$ cat src/rtl/mem_pkg.sv
// Shared encodings for the memory access unit: access sizes, FSM states and
// the alignment rule used to reject an access before it touches memory.
package mem_pkg;

   localparam logic [1:0] SZ_BYTE = 2'b00;
   localparam logic [1:0] SZ_HALF = 2'b01;
   localparam logic [1:0] SZ_WORD = 2'b10;
   localparam logic [1:0] SZ_RSVD = 2'b11;

   typedef enum logic [2:0] {
      IDLE,
      LOAD,
      STORE,
      RMW_RD,
      RMW_WR,
      RESP
   } state_t;

   // Reserved size, odd half address or non-word-aligned word address.
   function automatic logic access_err(input logic [1:0] size, input logic [1:0] offset);
      logic err;
      case (size)
         SZ_BYTE: err = 1'b0;
         SZ_HALF: err = offset[0];
         SZ_WORD: err = (offset != 2'b00);
         default: err = 1'b1;
      endcase
      return err;
   endfunction

endpackage

$ cat src/rtl/lsu_align.sv
// Big-endian lane extraction with sign/zero extension, and the byte/half merge
// used by read-modify-write stores. Purely combinational.
module lsu_align
   import mem_pkg::*;
(
   input  logic [31:0] rdata,
   input  logic [1:0]  offset,
   input  logic [1:0]  size,
   input  logic        is_unsigned,
   input  logic [31:0] wdata,
   output logic [31:0] load_data,
   output logic [31:0] merged
);

   logic [4:0]         sh;
   logic signed [7:0]  lane_b;
   logic signed [15:0] lane_h;
   logic [31:0]        mask;
   logic [31:0]        ins;

   always_comb begin
      // Offset 0 is the most significant lane, so the shift is (3 - offset) lanes.
      sh        = (size == SZ_HALF) ? {~offset[1], 4'b0000} : {~offset, 3'b000};
      lane_b    = 8'(rdata >> sh);
      lane_h    = 16'(rdata >> sh);
      load_data = rdata;
      mask      = 32'hFFFF_FFFF;
      ins       = wdata;
      case (size)
         SZ_BYTE: begin
            load_data = is_unsigned ? {24'h0, lane_b} : 32'(lane_b);
            mask      = 32'h0000_00FF << sh;
            ins       = {24'h0, wdata[7:0]} << sh;
         end
         SZ_HALF: begin
            load_data = is_unsigned ? {16'h0, lane_h} : 32'(lane_h);
            mask      = 32'h0000_FFFF << sh;
            ins       = {16'h0, wdata[15:0]} << sh;
         end
         default: ;
      endcase
      merged = (rdata & ~mask) | (ins & mask);
   end

endmodule

$ cat src/rtl/mem_access_unit.sv
// Load/store unit between a pipeline request/response handshake and a
// single-port word memory; sub-word stores are done as read-modify-write.
module mem_access_unit
   import mem_pkg::*;
#(
   parameter int ADDR_WIDTH = 10,
   parameter int DATA_WIDTH = 32
) (
   input  logic                  clk,
   input  logic                  rst_n,
   input  logic                  req_valid,
   output logic                  req_ready,
   input  logic                  req_we,
   input  logic [1:0]            req_size,
   input  logic                  req_unsigned,
   input  logic [31:0]           req_addr,
   input  logic [DATA_WIDTH-1:0] req_wdata,
   output logic                  resp_valid,
   input  logic                  resp_ready,
   output logic [DATA_WIDTH-1:0] resp_rdata,
   output logic                  resp_err,
   output logic                  mem_read,
   output logic                  mem_write,
   output logic [ADDR_WIDTH-1:0] mem_addr,
   output logic [DATA_WIDTH-1:0] mem_wdata,
   input  logic [DATA_WIDTH-1:0] mem_rdata
);

   state_t                state, state_nxt;
   logic                  accept;
   logic                  req_err;

   logic [1:0]            size_q;
   logic                  uns_q;
   logic [ADDR_WIDTH-1:0] addr_q;
   logic [DATA_WIDTH-1:0] wdata_q;
   logic [DATA_WIDTH-1:0] rdata_q;
   logic [DATA_WIDTH-1:0] merge_q;
   logic                  err_q;

   logic [DATA_WIDTH-1:0] load_data;
   logic [DATA_WIDTH-1:0] merged;
   logic                  unused_addr_hi;

   assign unused_addr_hi = ^req_addr[31:ADDR_WIDTH];
   assign accept         = req_valid && (state == IDLE);
   assign req_err        = access_err(req_size, req_addr[1:0]);

   lsu_align u_align (
      .rdata       (mem_rdata),
      .offset      (addr_q[1:0]),
      .size        (size_q),
      .is_unsigned (uns_q),
      .wdata       (wdata_q),
      .load_data   (load_data),
      .merged      (merged)
   );

   always_ff @(posedge clk or negedge rst_n) begin
      if (!rst_n) state <= IDLE;
      else        state <= state_nxt;
   end

   always_comb begin
      state_nxt = state;
      case (state)
         IDLE: begin
            if (req_valid) begin
               if (req_err)               state_nxt = RESP;
               else if (!req_we)          state_nxt = LOAD;
               else if (req_size == SZ_WORD) state_nxt = STORE;
               else                       state_nxt = RMW_RD;
            end
         end
         LOAD:    state_nxt = RESP;
         STORE:   state_nxt = RESP;
         RMW_RD:  state_nxt = RMW_WR;
         RMW_WR:  state_nxt = RESP;
         RESP:    if (resp_ready) state_nxt = IDLE;
         default: state_nxt = IDLE;
      endcase
   end

   // Every output is decoded from state, so the async reset clears them at once.
   always_comb begin
      req_ready  = (state == IDLE);
      mem_read   = (state == LOAD) || (state == RMW_RD);
      mem_write  = (state == STORE) || (state == RMW_WR);
      mem_addr   = (mem_read || mem_write) ? {addr_q[ADDR_WIDTH-1:2], 2'b00} : '0;
      mem_wdata  = '0;
      if (state == STORE)  mem_wdata = wdata_q;
      if (state == RMW_WR) mem_wdata = merge_q;
      resp_valid = (state == RESP);
      resp_err   = (state == RESP) && err_q;
      resp_rdata = (state == RESP) ? rdata_q : '0;
   end

   // Datapath registers carry no reset; they are only observed through the gated outputs.
   always_ff @(posedge clk) begin
      if (accept) begin
         size_q  <= req_size;
         uns_q   <= req_unsigned;
         addr_q  <= req_addr[ADDR_WIDTH-1:0];
         wdata_q <= req_wdata;
         err_q   <= req_err;
         rdata_q <= '0;
      end
      if (state == LOAD)   rdata_q <= load_data;
      if (state == RMW_RD) merge_q <= merged;
   end

endmodule

$ cat config.mk
export PLATFORM = sky130hd
export DESIGN_NAME = mem_access_unit
export DESIGN_NICKNAME = d
export VERILOG_FILES = /design/src/rtl/mem_pkg.sv /design/src/rtl/lsu_align.sv /design/src/rtl/mem_access_unit.sv
export SDC_FILE = /design/constraint.sdc
export NUM_CORES = 1
export LEC_CHECK = 0
export CORE_ASPECT_RATIO = 1.25
export CORE_MARGIN = 2
export CORE_UTILIZATION = 47
export DETAILED_ROUTE_END_ITERATION = 16
export PLACE_DENSITY_LB_ADDON = 0.15
export SLEW_MARGIN = 10
export SYNTH_ARGS = -nofsm -noshare
export SYNTH_HDL_FRONTEND = slang
export SYNTH_SLANG_ARGS = --single-unit
$ cat constraint.sdc
create_clock -name clk -period 3.4 [get_ports clk]
set_input_delay 0.34 -clock clk [delete_from_list [all_inputs] [get_ports clk]]
set_output_delay 0.34 -clock clk [all_outputs]
set_load 0.005 [all_outputs]
==> results.json, run 1 <==
{
  "cts_resized": 0,
  "crit_type": "reg2out",
  "reg2reg_depth": 5,
  "grtUsageMet3_pct": 6.50,
  "min_period_over_period_pct": 82.2,
  "start_util_pct": 48.3,
  "setup_violations": 0,
  "cts_sinks": 113,
  "grt_pass1_vias": 4262,
  "vias_per_cell": 5.55,
  "hpwl_um": 10500,
  "root_buffer": "clkbuf_16",
  "hold_class": "in2async",
  "vias": 4204,
  "grt_first_pass_wirelength_um": 22900,
  "cts_tree": "done",
  "die_h_um": 126,
  "synth_cell_types": 39,
  "slowest_stage": "and3b_1",
  "utilization_pct": 68.5,
  "yosys.area.top_type": "edfxtp_1",
  "drv_cap": 0,
  "yosys.area.top_type_share_pct": 58.6,
  "synth_seq_cells": 113,
  "endpoint": "resp_rdata[10]",
  "drc": 0,
  "ys.flop_type": "edfxtp_1",
  "crit_arrival_ns": 2.46,
  "drive_above_1_share_pct": 8.72,
  "reg2reg_from": "size_q[1]",
  "end_kind": "output port",
  "drt_wl_total_um": 14800,
  "antenna_found_initial": 0,
  "dp.cells": 725,
  "port_buffers": 158,
  "worstMarginPinSlew_ns": 0.880,
  "max_stage_delay_ns": 0.81,
  "layout_common_cells": "clkdlybuf4s50_1 (158), edfxtp_1 (110), and2_1 (42)",
  "grt_max_degree": 73,
  "regToRegSetupSlack_ns": 0.79,
  "gp_congestion": 0.899,
  "stdcell_count": 757,
  "period_minus_slack_ns": 2.80,
  "synth_area_leaders": "edfxtp_1 (59%), a22o_1 (6.1%), and2_1 (4.7%)",
  "cp_num_buf_inv": 1,
  "fin_skew_ns": 0.0142,
  "clk_path_buf_depth": 2,
  "critical_path.cell_chain": "and3b_1 > and2_1 > clkdlybuf4s50_1",
  "die_area_mm2": 0.0129,
  "area_delta_synth_final_pct": 41.9,
  "power_density_mw_per_mm2": 711,
  "hold_viol_final": 0,
  "critPathRequiredTime_ns": 3.06,
  "netlist_area_mm2": 0.00564,
  "drt_iter0_markers": 304,
  "startpoint_type": "flop",
  "peakVddDrop_mv": 0.469,
  "p_int_mw": 4.22,
  "die_w_um": 102,
  "numCtsBuffers": 17,
  "postCtsSetupRepairBufs": 0,
  "coreArea_mm2": 0.0117,
  "whs_ns": 0.117,
  "wl_per_cell_um": 19.5,
  "nets": 687,
  "finalMaxSlewViolations": 0,
  "setup_tns_ns": 0,
  "htree_levels": 4,
  "relSlewSlack_pct": 40.9,
  "crit_fanout": 35,
  "layout_commonest_cell": "clkdlybuf4s50_1",
  "clock_latency_ns": 0.41,
  "ant_nets": 0,
  "antennaDiodeCount": 0,
  "status": "finished clean",
  "track_usage_pct": 24.0,
  "dr.pass1.iters": 5,
  "clkPwrFrac_pct": 34.4,
  "grt.met1_usage_pct": 32.1,
  "cts_hold_buf": 0,
  "ys_seq_area_share_pct": 59.9,
  "r2r_end": "rdata_q[1]",
  "synth_edf_count": 110,
  "met2_usage_pct": 38.0,
  "switching_share_pct": 25.7,
  "seq_power_share_pct": 33.9,
  "async_flop_share_pct": 2.65,
  "fmax_mhz": 358,
  "switching_power_mw": 1.46,
  "p_comb_share_pct": 31.7,
  "grt.overflow.total": 0,
  "leakagePower_nw": 3.05,
  "startpoint": "state[1]",
  "syn_avg_cell_area_um2": 13.1,
  "top_usage_layer": "met2",
  "rsz0062_at_grt": "false",
  "yosys_warnings": 0,
  "clk_pin_slew_ns": 0.05,
  "syn-instance-count": 430,
  "ioPinCount": 183,
  "floorplan.rows": 44,
  "critical-path-top-delay-family": "simple AND/OR/NAND/NOR gates",
  "cp.depth": 3
}
## through the flow
step | cell area [µm²] | worst slack [ns] | power (mW)
floorplan | 5640 | 0.994 | 2.77
CTS | 8000 | 0.527 | 5.73
detailed placement | 7350 | 0.827 | 3.77
finish | 8000 | 0.604 | 5.68
global placement | 7350 | 0.954 | 3.72
global route | 8000 | 0.364 | 5.96
## power by group through the flow
| stage | clock (mW) | combinational (mW) | sequential, mW |
|---|---|---|---|
| 4_1_cts | 1.98 | 1.82 | 1.93 |
| 6_report | 1.96 | 1.80 | 1.93 |
| 3_3_place_gp | 0 | 1.77 | 1.94 |
| 2_1_floorplan | 0 | 0.858 | 1.91 |
| 3_5_place_dp | 0 | 1.81 | 1.96 |
| 5_1_grt | 2.04 | 1.96 | 1.96 |
## Yosys cell counts, drive strengths merged, types with 3 or more instances
master,instances
edfxtp,110
and2,42
a22o,39
nand2,38
mux2i,25
o21ai,25
clkbuf,22
mux2,18
a21o,17
nor2b,12
buf,11
nor2,8
a22oi,7
a2bb2o,7
mux4,7
o21bai,7
a21oi,5
nor3,5
inv,4
dfrtp,3
## registers in the layout, summed over array words and instances (netlist names)
| signal | cells |
|---|---|
| merge_q | 32 |
| rdata_q | 32 |
| wdata_q | 32 |
| addr_q | 10 |
| state | 3 |
| size_q | 2 |
| err_q | 1 |
| uns_q | 1 |
## metal layers
metal | share of wire, % | up-vias
li1 | - | 1938
met3 | 8.2 | 17
met1 | 40 | 2029
met2 | 50 | 220
met4 | 1.7 | 0
met5 | 0 | -
## worst min path at each step
stage	endpoint	slack, ns	start
final	state[1]	0.12	rst_n
after global routing	state[0]	0.11	rst_n
after CTS	state[0]	0.11	rst_n
after detailed placement	state[1]	0.54	rst_n
after global placement	state[1]	0.53	rst_n
after floorplan	state[0]	0.04	rst_n
## layout make-up
class	instances	area (µm²)
Clock buffer	18	429
Timing Repair Buffer	166	1640
Tap cell	161	201
Multi-Input combinational cell	281	2110
Fill cell	887	3670
Inverter	4	15.0
Sequential cell	113	3380
Clock inverter	14	218
## kinds of logic after synthesis
group | Yosys count | synth area share [%]
muxes | 50 | 10.8
AOI/OAI and AO/OA | 112 | 14.8
and+or+nand+nor | 117 | 11.6
other | 1 | 0.0665
buffers and inverters | 37 | 2.82
DFF | 113 | 59.9
Power figures use the tool's default switching activity.
==> run 2, diff against run 1 <==
Settings changed: CORE_UTILIZATION 47 to 42.
Clock period 3.4 ns to 2.53 ns, I/O delays scaled along.
==> results.json, run 2 (synthesis results as in run 1) <==
{
  "fin_skew_ns": 0.00805,
  "vias": 4209,
  "die_w_um": 108,
  "cts_sinks": 113,
  "hold_viol_final": 0,
  "crit_arrival_ns": 2.18,
  "drc": 0,
  "start_util_pct": 42.8,
  "largestRegisters": "merge_q (32), rdata_q (32), wdata_q (32)",
  "ant_nets": 0,
  "register_area_mm2": 0.00338,
  "power_density_mw_per_mm2": 936,
  "layout_common_cells": "clkdlybuf4s50_1 (158), edfxtp_1 (110), and2_1 (42)",
  "multi_input_area_mm2": 0.00212,
  "cts_hold_buf": 0,
  "grt.overflow.total": 0,
  "peakVddDrop_mv": 0.445,
  "drt_iter0_markers": 326,
  "grt_max_degree": 49,
  "drv_cap": 0,
  "crit_fanout": 32,
  "relSlewSlack_pct": 36.2,
  "port_buffers": 158,
  "drive_above_1_share_pct": 9.93,
  "leakagePower_nw": 3.06,
  "dr.pass1.iters": 5,
  "finalMaxSlewViolations": 0,
  "wl_per_cell_um": 19.7,
  "clk_path_buf_depth": 2,
  "status": "finished clean",
  "coreArea_mm2": 0.0132,
  "grt_pass1_vias": 4239,
  "die_h_um": 134,
  "vias_per_cell": 5.43,
  "cts_resized": 2,
  "grt_first_pass_wirelength_um": 23300,
  "layout_commonest_cell": "clkdlybuf4s50_1",
  "worstMarginPinSlew_ns": 0.950,
  "hpwl_um": 10900,
  "die_area_mm2": 0.0144,
  "hold_class": "in2async",
  "rsz0062_at_grt": "false",
  "nets": 695,
  "crit_type": "reg2out",
  "drt_wl_total_um": 15200,
  "root_buffer": "clkbuf_16",
  "numCtsBuffers": 17,
  "period_minus_slack_ns": 2.44,
  "power_mw": 7.55,
  "startpoint_type": "flop",
  "clk_pin_slew_ns": 0.05,
  "setup_tns_ns": 0,
  "area_delta_synth_final_pct": 43.0,
  "htree_levels": 4,
  "clock_latency_ns": 0.41,
  "antenna_found_initial": 0,
  "min_period_over_period_pct": 96.3,
  "floorplan.rows": 47,
  "track_usage_pct": 21.9,
  "gp_congestion": 0.860,
  "ioPinCount": 183,
  "end_kind": "output port",
  "critPathRequiredTime_ns": 2.28,
  "setup_violations": 0,
  "fmax_mhz": 411,
  "n_fill_cell": 1091,
  "cts_tree": "done",
  "antennaDiodeCount": 0,
  "postCtsSetupRepairBufs": 0
}
## run 2: path summary, 6_finish.rpt
kind | startpoint | end | slack (ns) | cells past startpoint
worst max-delay path | state[1] | mem_wdata[2] | 0.09 | 4
worst min-delay path | rst_n | state[0] | 0.02 | 1
worst max register to register | state[0] | rdata_q[27] | 0.41 | 3
worst min register to register | wdata_q[27] | merge_q[27] | 0.57 | 2
max in group asynchronous | rst_n | state[1] | 2.36 | 1
min in group clk | req_wdata[27] | wdata_q[27] | 0.40 | 1
## run 2: per-layer routing
metal,up-vias,GRT usage [%],part of all wire (%)
met5,-,0,0
met4,0,8.83,2.7
met3,29,4.01,5.8
met2,178,35.1,49
met1,2051,29.3,42
li1,1951,-,-
## run 2: cell type report
class / count / share of cell area (%)
repair buffers: 174 / 21.6
multi-input cells: 281 / 26.3
flip-flops and latches: 113 / 41.9
clock buffers: 19 / 5.37
well taps: 171 / 2.65
clock inverters: 13 / 2.08
inverters: 4 / 0.186
## run 2: report_power, final
| part | switching (mW) | leakage [nW] | internal, mW |
|---|---|---|---|
| Clock | 0.815 | 0.283 | 1.63 |
| Combinational | 1.07 | 1.73 | 1.45 |
| Sequential | 0.119 | 1.05 | 2.47 |
## run 2: stage by stage
stage / cell area [µm²] / worst slack [ns] / cells / hold WS, ns / util [%]
after floorplan: 5640 / 0.124 / 431 / -0.0426 / -
after global placement: 7440 / 0.414 / 743 / 0.442 / 56.4
after CTS: 8040 / 0.0617 / 775 / 0.00794 / 61.1
after detailed placement: 7440 / 0.365 / 743 / 0.445 / 56.4
after global routing: 8060 / 0.0206 / 775 / 0.0299 / 61.2
final: 8060 / 0.0940 / 775 / 0.0228 / 61.2
## run 2: worst max-delay path, stage by stage, from the launching register on
cell	delay (ns)
dfrtp_1	0.48
nor3b_2	0.31
buf_12	0.24
a22o_1	0.22
clkdlybuf4s50_1	0.52
==> RTL change 1: new RTL, settings of run 1 <==
Change the parameter `ADDR_WIDTH` from 10 to 12.
--- a/src/rtl/mem_access_unit.sv
+++ b/src/rtl/mem_access_unit.sv
@@ -4,5 +4,5 @@
    import mem_pkg::*;
 #(
-   parameter int ADDR_WIDTH = 10,
+   parameter int ADDR_WIDTH = 12,
    parameter int DATA_WIDTH = 32
 ) (
Interface: changed (resized mem_addr); port bits go from 183 to 185. No check against the original RTL was run, so the function may have changed too.
==> RTL change 1 against run 1 <==
  * First-iteration DRC count grew 3.3%
  * Sequential power rose by 3%
  * Final area rose by 1.0%
  * Synthesized area is 1.9% higher
  * Sequential cell count is 2 higher
  * Worst hold slack worse by 0.0027 ns
  * Routed wire length increased by 6.3%
  * Total power shrank 1.7%
  * Synthesized cell count rose by 8.8%
  * Combinational power grew 3%
  * Setup slack improved by 0.046 ns
  * Critical endpoint is now mem_addr[5]
  * Largest cell class unchanged
==> RTL change 1: results (changes against run 1) <==
cts_max_path_buffers: 2  # unchanged
nets: 729  # was 687
p_leak_nw: 2.96  # was 3.05 nW
synthTopCellsByArea: "edfxtp_1 59%, a22o_1 6.1%, and2_1 5.0%"  # was edfxtp_1 59%, a22o_1 6.1%, and2_1 4.7%
synth_xor_area_share_pct: 0  # unchanged
cts_setup_buffers: 0  # unchanged
antenna_found_initial: 0  # unchanged
synth_edf_count: 112  # was 110
fill_cells: 960  # was 887
synth_common_cells: "112 x edfxtp_1, 46 x and2_1, 43 x a21oi_1"  # was 110 x edfxtp_1, 42 x and2_1, 39 x a22o_1
vias: 4528  # was 4204
finClkSkew_ns: 0.00729  # was 0.0142 ns
clkTransAtPathRegs_ns: 0.05  # about the same
grt_pass1_wl_mm: 23.8  # was 22.9 mm
cts_made_buffers: 17  # unchanged
hold_viol: 0  # unchanged
drtPass1Iterations: 4  # was 5
worst-path-max-fanout: 10  # was 35
grt_use_met2_pct: 39.2  # was 38.0%
top_regs: "merge_q (32), rdata_q (32), wdata_q (32)"  # unchanged
grt_util_all_layers_pct: 24.3  # was 24.0%
hpwl_mm: 11.1  # was 10.5 mm
yosysWarnings: 0  # unchanged
hold_class: "input pin to asynchronous set/reset pin"  # unchanged
grt_max_degree: 35  # was 73
gr-usage-met1_pct: 32.9  # was 32.1%
run_status: "finished clean"  # unchanged
gp_congestion: 0.859  # was 0.899
drive_gt1_share_pct: 11.0  # was 8.72%
cts_resized: 0  # unchanged
synth_seq_area_share_pct: 59.9  # about the same
yosys.area_share.adder_pct: 0  # unchanged
drt-initial-drc-count: 314  # was 304
use_met3_pct: 5.85  # was 6.50%
clkLatencyLatePin_ns: 0.41  # about the same
avgRoutedWirePerCell_um: 19.6  # was 19.5 um
async_flop_share_pct: 2.61  # was 2.65%
first_global_vias: 4366  # was 4262
worstPathArrival_ns: 2.41  # was 2.46 ns
diodes: 0  # unchanged
io_buffer_count: 162  # was 158
ys_types: 41  # was 39
worst_slew_pin_slew_ns: 1.05  # was 0.880 ns
synth_compound_area_share_pct: 17.4  # was 14.8%
cts-root-buf: "clkbuf_16"  # unchanged
ctsHtreeMaxLevel: 4  # unchanged
max-vdd-ir-drop_uv: 378  # was 469 uV
synthMuxAreaShare_pct: 7.15  # was 10.8%
[RTL change 1: cell count changes in the layout (fill, tap and decap cells not counted), moves of 7 or more]
cell       before  now
o211ai_1        0    7
a2bb2oi_1       0    8
a2bb2o_1        7    0
o21ai_1        25    1
mux2_1         16    0
mux4_2          7    0
a21o_1         17    0
a221o_1         0    8
mux2_2          2   16
a21oi_1         5   43
o21ai_0         0   17
nor2_1          6   22
[RTL change 1: metal layers]
metal	wire (um)	part of all wire, %
met3	1240	7.9
met5	0	0
met4	224	1.4
met2	7870	50
met1	6380	41
[RTL change 1: layout make-up]
| cell class | count | area share, % |
|---|---|---|
| tap | 164 | 2.54 |
| sequential | 115 | 42.6 |
| clock buffer | 17 | 5.27 |
| timing repair buffer | 173 | 21.1 |
| inverter | 2 | 0.0929 |
| clock inverter | 15 | 1.95 |
| multi-input combinational | 316 | 26.5 |
[RTL change 1: kinds of logic after synthesis]
kind of cell | after synthesis
compound gates | 140
buf+inv | 38
flops | 115
mux | 39
other cells | 1
simple gates | 135
[RTL change 1: worst paths after layout]
path                            cells after the start     endpoint         from  slack (ns)
worst max-delay path                                4  mem_addr[5]     state[1]        0.65
worst min-delay path                                1     state[0]        rst_n        0.11
worst max register to register                      4  merge_q[30]    size_q[1]        0.83
worst min register to register                      2  merge_q[23]  wdata_q[23]        0.57
max in group asynchronous                           1     state[2]        rst_n        3.14
min in group clk                                    1    addr_q[2]  req_addr[2]        0.48
[RTL change 1: critical path, cell delays in order, from the launching register on]
cell and delay [ns]:
dfrtp_1 0.50, nor3_1 0.53, nor2_1 0.27, and2_1 0.24, clkdlybuf4s50_1 0.46
[RTL change 1: power by group]
| group | total, mW | internal, mW | leakage, nW | switching, mW |
|---|---|---|---|---|
| sequential | 1.98 | 1.87 | 1.07 | 0.106 |
| clock | 1.76 | 1.08 | 0.276 | 0.675 |
| combinational | 1.85 | 1.05 | 1.61 | 0.804 |
| total | 5.59 | 4.00 | 2.96 | 1.59 |
[RTL change 1: stage by stage]
step | setup WS, ns | cell area [sq um] | std cells | util, % | hold slack, ns
after global placement | 0.972 | 7500 | 770 | 62.2 | 0.525
after floorplan | 0.989 | 5750 | 469 | - | 0.0444
after CTS | 0.605 | 8080 | 802 | 67.1 | 0.109
after global routing | 0.432 | 8080 | 802 | 67.1 | 0.105
final | 0.649 | 8080 | 802 | 67.1 | 0.115
after detailed placement | 0.903 | 7500 | 770 | 62.2 | 0.542
==> RTL change 2: new RTL, config.mk and constraints of run 1 <==
Made on the original files. The 6 states of `state_t` get a one-hot encoding in 6 bits.
--- a/src/rtl/mem_pkg.sv
+++ b/src/rtl/mem_pkg.sv
@@ -8,11 +8,11 @@
    localparam logic [1:0] SZ_RSVD = 2'b11;
 
-   typedef enum logic [2:0] {
-      IDLE,
-      LOAD,
-      STORE,
-      RMW_RD,
-      RMW_WR,
-      RESP
+   typedef enum logic [5:0] {
+      IDLE   = 6'b000001,
+      LOAD   = 6'b000010,
+      STORE  = 6'b000100,
+      RMW_RD = 6'b001000,
+      RMW_WR = 6'b010000,
+      RESP   = 6'b100000
    } state_t;
 
Behaviour: no difference found for any inputs over 10 cycles, from zero or initial values and one cycle with rst_n low; not proved beyond that.
==> RTL change 2 against run 1 <==
  * Setup slack got worse by 0.31 ns
  * Clock power decreased by 5%
  * Final area increased by 2.7%
  * Total power decreased by 9.0%
  * Critical path type unchanged
  * Non-clock buffer count increased by 7
  * Worst hold slack improved by 0.053 ns
  * Sequential cell count increased by 3
  * Routed wire length increased by 15%
  * Synthesized area increased by 4.2%
  * Largest cell class unchanged
==> RTL change 2: results (changes against run 1) <==
io_buffer_count: 158  # unchanged
p_leak_nw: 2.99  # was 3.05 nW
run_status: "finished clean"  # unchanged
nets: 755  # was 687
cts-root-buf: "clkbuf_16"  # unchanged
drc: 0  # unchanged
antenna_found_initial: 0  # unchanged
met3_length_um: 947  # was 1.22 mm
cts_max_path_buffers: 2  # unchanged
hpwl_mm: 12.3  # was 10.5 mm
cts_resized: 0  # unchanged
finClkSkew_ns: 0.00440  # was 0.0142 ns
place_ws_ns: 0.738  # was 0.827 ns
worst_slew_pin_slew_ns: 0.927  # was 0.880 ns
drtPass1Iterations: 6  # was 5
cts_made_buffers: 17  # unchanged
yosysWarnings: 0  # unchanged
placedCellCount: 796  # was 725
grt_util_all_layers_pct: 25.4  # was 24.0%
drt-initial-drc-count: 366  # was 304
max-vdd-ir-drop_uv: 478  # was 469 uV
synth_seq_area_share_pct: 58.8  # was 59.9%
avgSynthCellArea_sq_um: 11.9  # was 13.1 sq um
async_flop_share_pct: 5.17  # was 2.65%
diodes: 0  # unchanged
ctsHtreeMaxLevel: 4  # unchanged
first_global_vias: 4589  # was 4262
intPower_mw: 3.67  # was 4.22 mW
worstPathArrival_ns: 2.77  # was 2.46 ns
grt_max_degree: 48  # was 73
synth_flop_cell: "edfxtp_1"  # unchanged
met1_length_mm: 7.01  # was 5.91 mm
synth_common_cells: "110 x edfxtp_1, 49 x nand2_1, 43 x and2_1"  # was 110 x edfxtp_1, 42 x and2_1, 39 x a22o_1
grt_pass1_wl_mm: 25.6  # was 22.9 mm
clkLatencyLatePin_ns: 0.41  # about the same
worst-path-max-fanout: 32  # was 35
met2_length_mm: 8.51  # was 7.40 mm
gp_congestion: 0.852  # was 0.899
dr.max_layer_used: "met4"  # unchanged
ys_types: 54  # was 39
routed_via_density: 5.81  # was 5.55
drive_gt1_share_pct: 9.94  # was 8.72%
die_x_um: 104  # was 102 um
synthTopCellsByArea: "edfxtp_1 56%, a22o_1 6.0%, and2_1 4.6%"  # was edfxtp_1 59%, a22o_1 6.1%, and2_1 4.7%
clkTransAtPathRegs_ns: 0.05  # about the same
finalNonFillerCells: 828  # was 757
avgRoutedWirePerCell_um: 20.5  # was 19.5 um
postPlaceCellArea_sq_um: 7600  # was 7350 sq um
RTL change 2: final timing paths:
check	from	to	slack, ns	cells past startpoint
worst max-delay path	state[3]	mem_wdata[17]	0.29	5
worst min-delay path	rst_n	state[1]	0.17	1
worst max register to register	size_q[0]	merge_q[16]	1.06	5
worst min register to register	wdata_q[21]	merge_q[21]	0.57	2
max in group asynchronous	rst_n	state[0]	2.95	1
min in group clk	req_addr[9]	addr_q[9]	0.48	1
RTL change 2: final cells by class:
| class | instances | area (sq um) |
|---|---|---|
| inverters | 9 | 33.8 |
| fillers | 923 | 3950 |
| repair buffers | 173 | 1690 |
| clock buffers | 19 | 433 |
| clock inverters | 13 | 183 |
| well taps | 164 | 205 |
| multi-input cells | 334 | 2210 |
| flip-flops and latches | 116 | 3450 |
RTL change 2: logic make-up (layout without fill, tap and decap cells):
family,Yosys count,in the layout,share of synthesized area [%]
AO/OA/AOI/OAI,135,135,17.6
XOR/XNOR,1,1,0.149
buffers and inverters,45,214,3.71
flip-flops,116,116,58.8
multiplexers,20,20,3.58
other,1,2,0.0638
AND/OR/NAND/NOR,176,176,16.1
RTL change 2: layer usage:
layer / up-vias / track usage (%)
met2: 224 / 42.6
met1: 2329 / 32.1
met3: 40 / 5.57
met5: - / 0
met4: 0 / 10.8
li1: 2221 / -
RTL change 2: critical path, cell delays in order, from the launching register on:
cell and delay, ns:
dfrtp_1 0.45, or4_4 0.55, nor3b_4 0.21, buf_4 0.37, a22o_1 0.23, clkdlybuf4s50_1 0.53
RTL change 2: power groups by stage:
stage,logic [mW],registers (mW),clock network (mW)
after floorplan,0.737,2.05,0
after global placement,1.16,2.12,0
after detailed placement,1.19,2.13,0
after CTS,1.21,2.11,1.87
after global routing,1.30,2.14,1.95
final,1.20,2.11,1.86
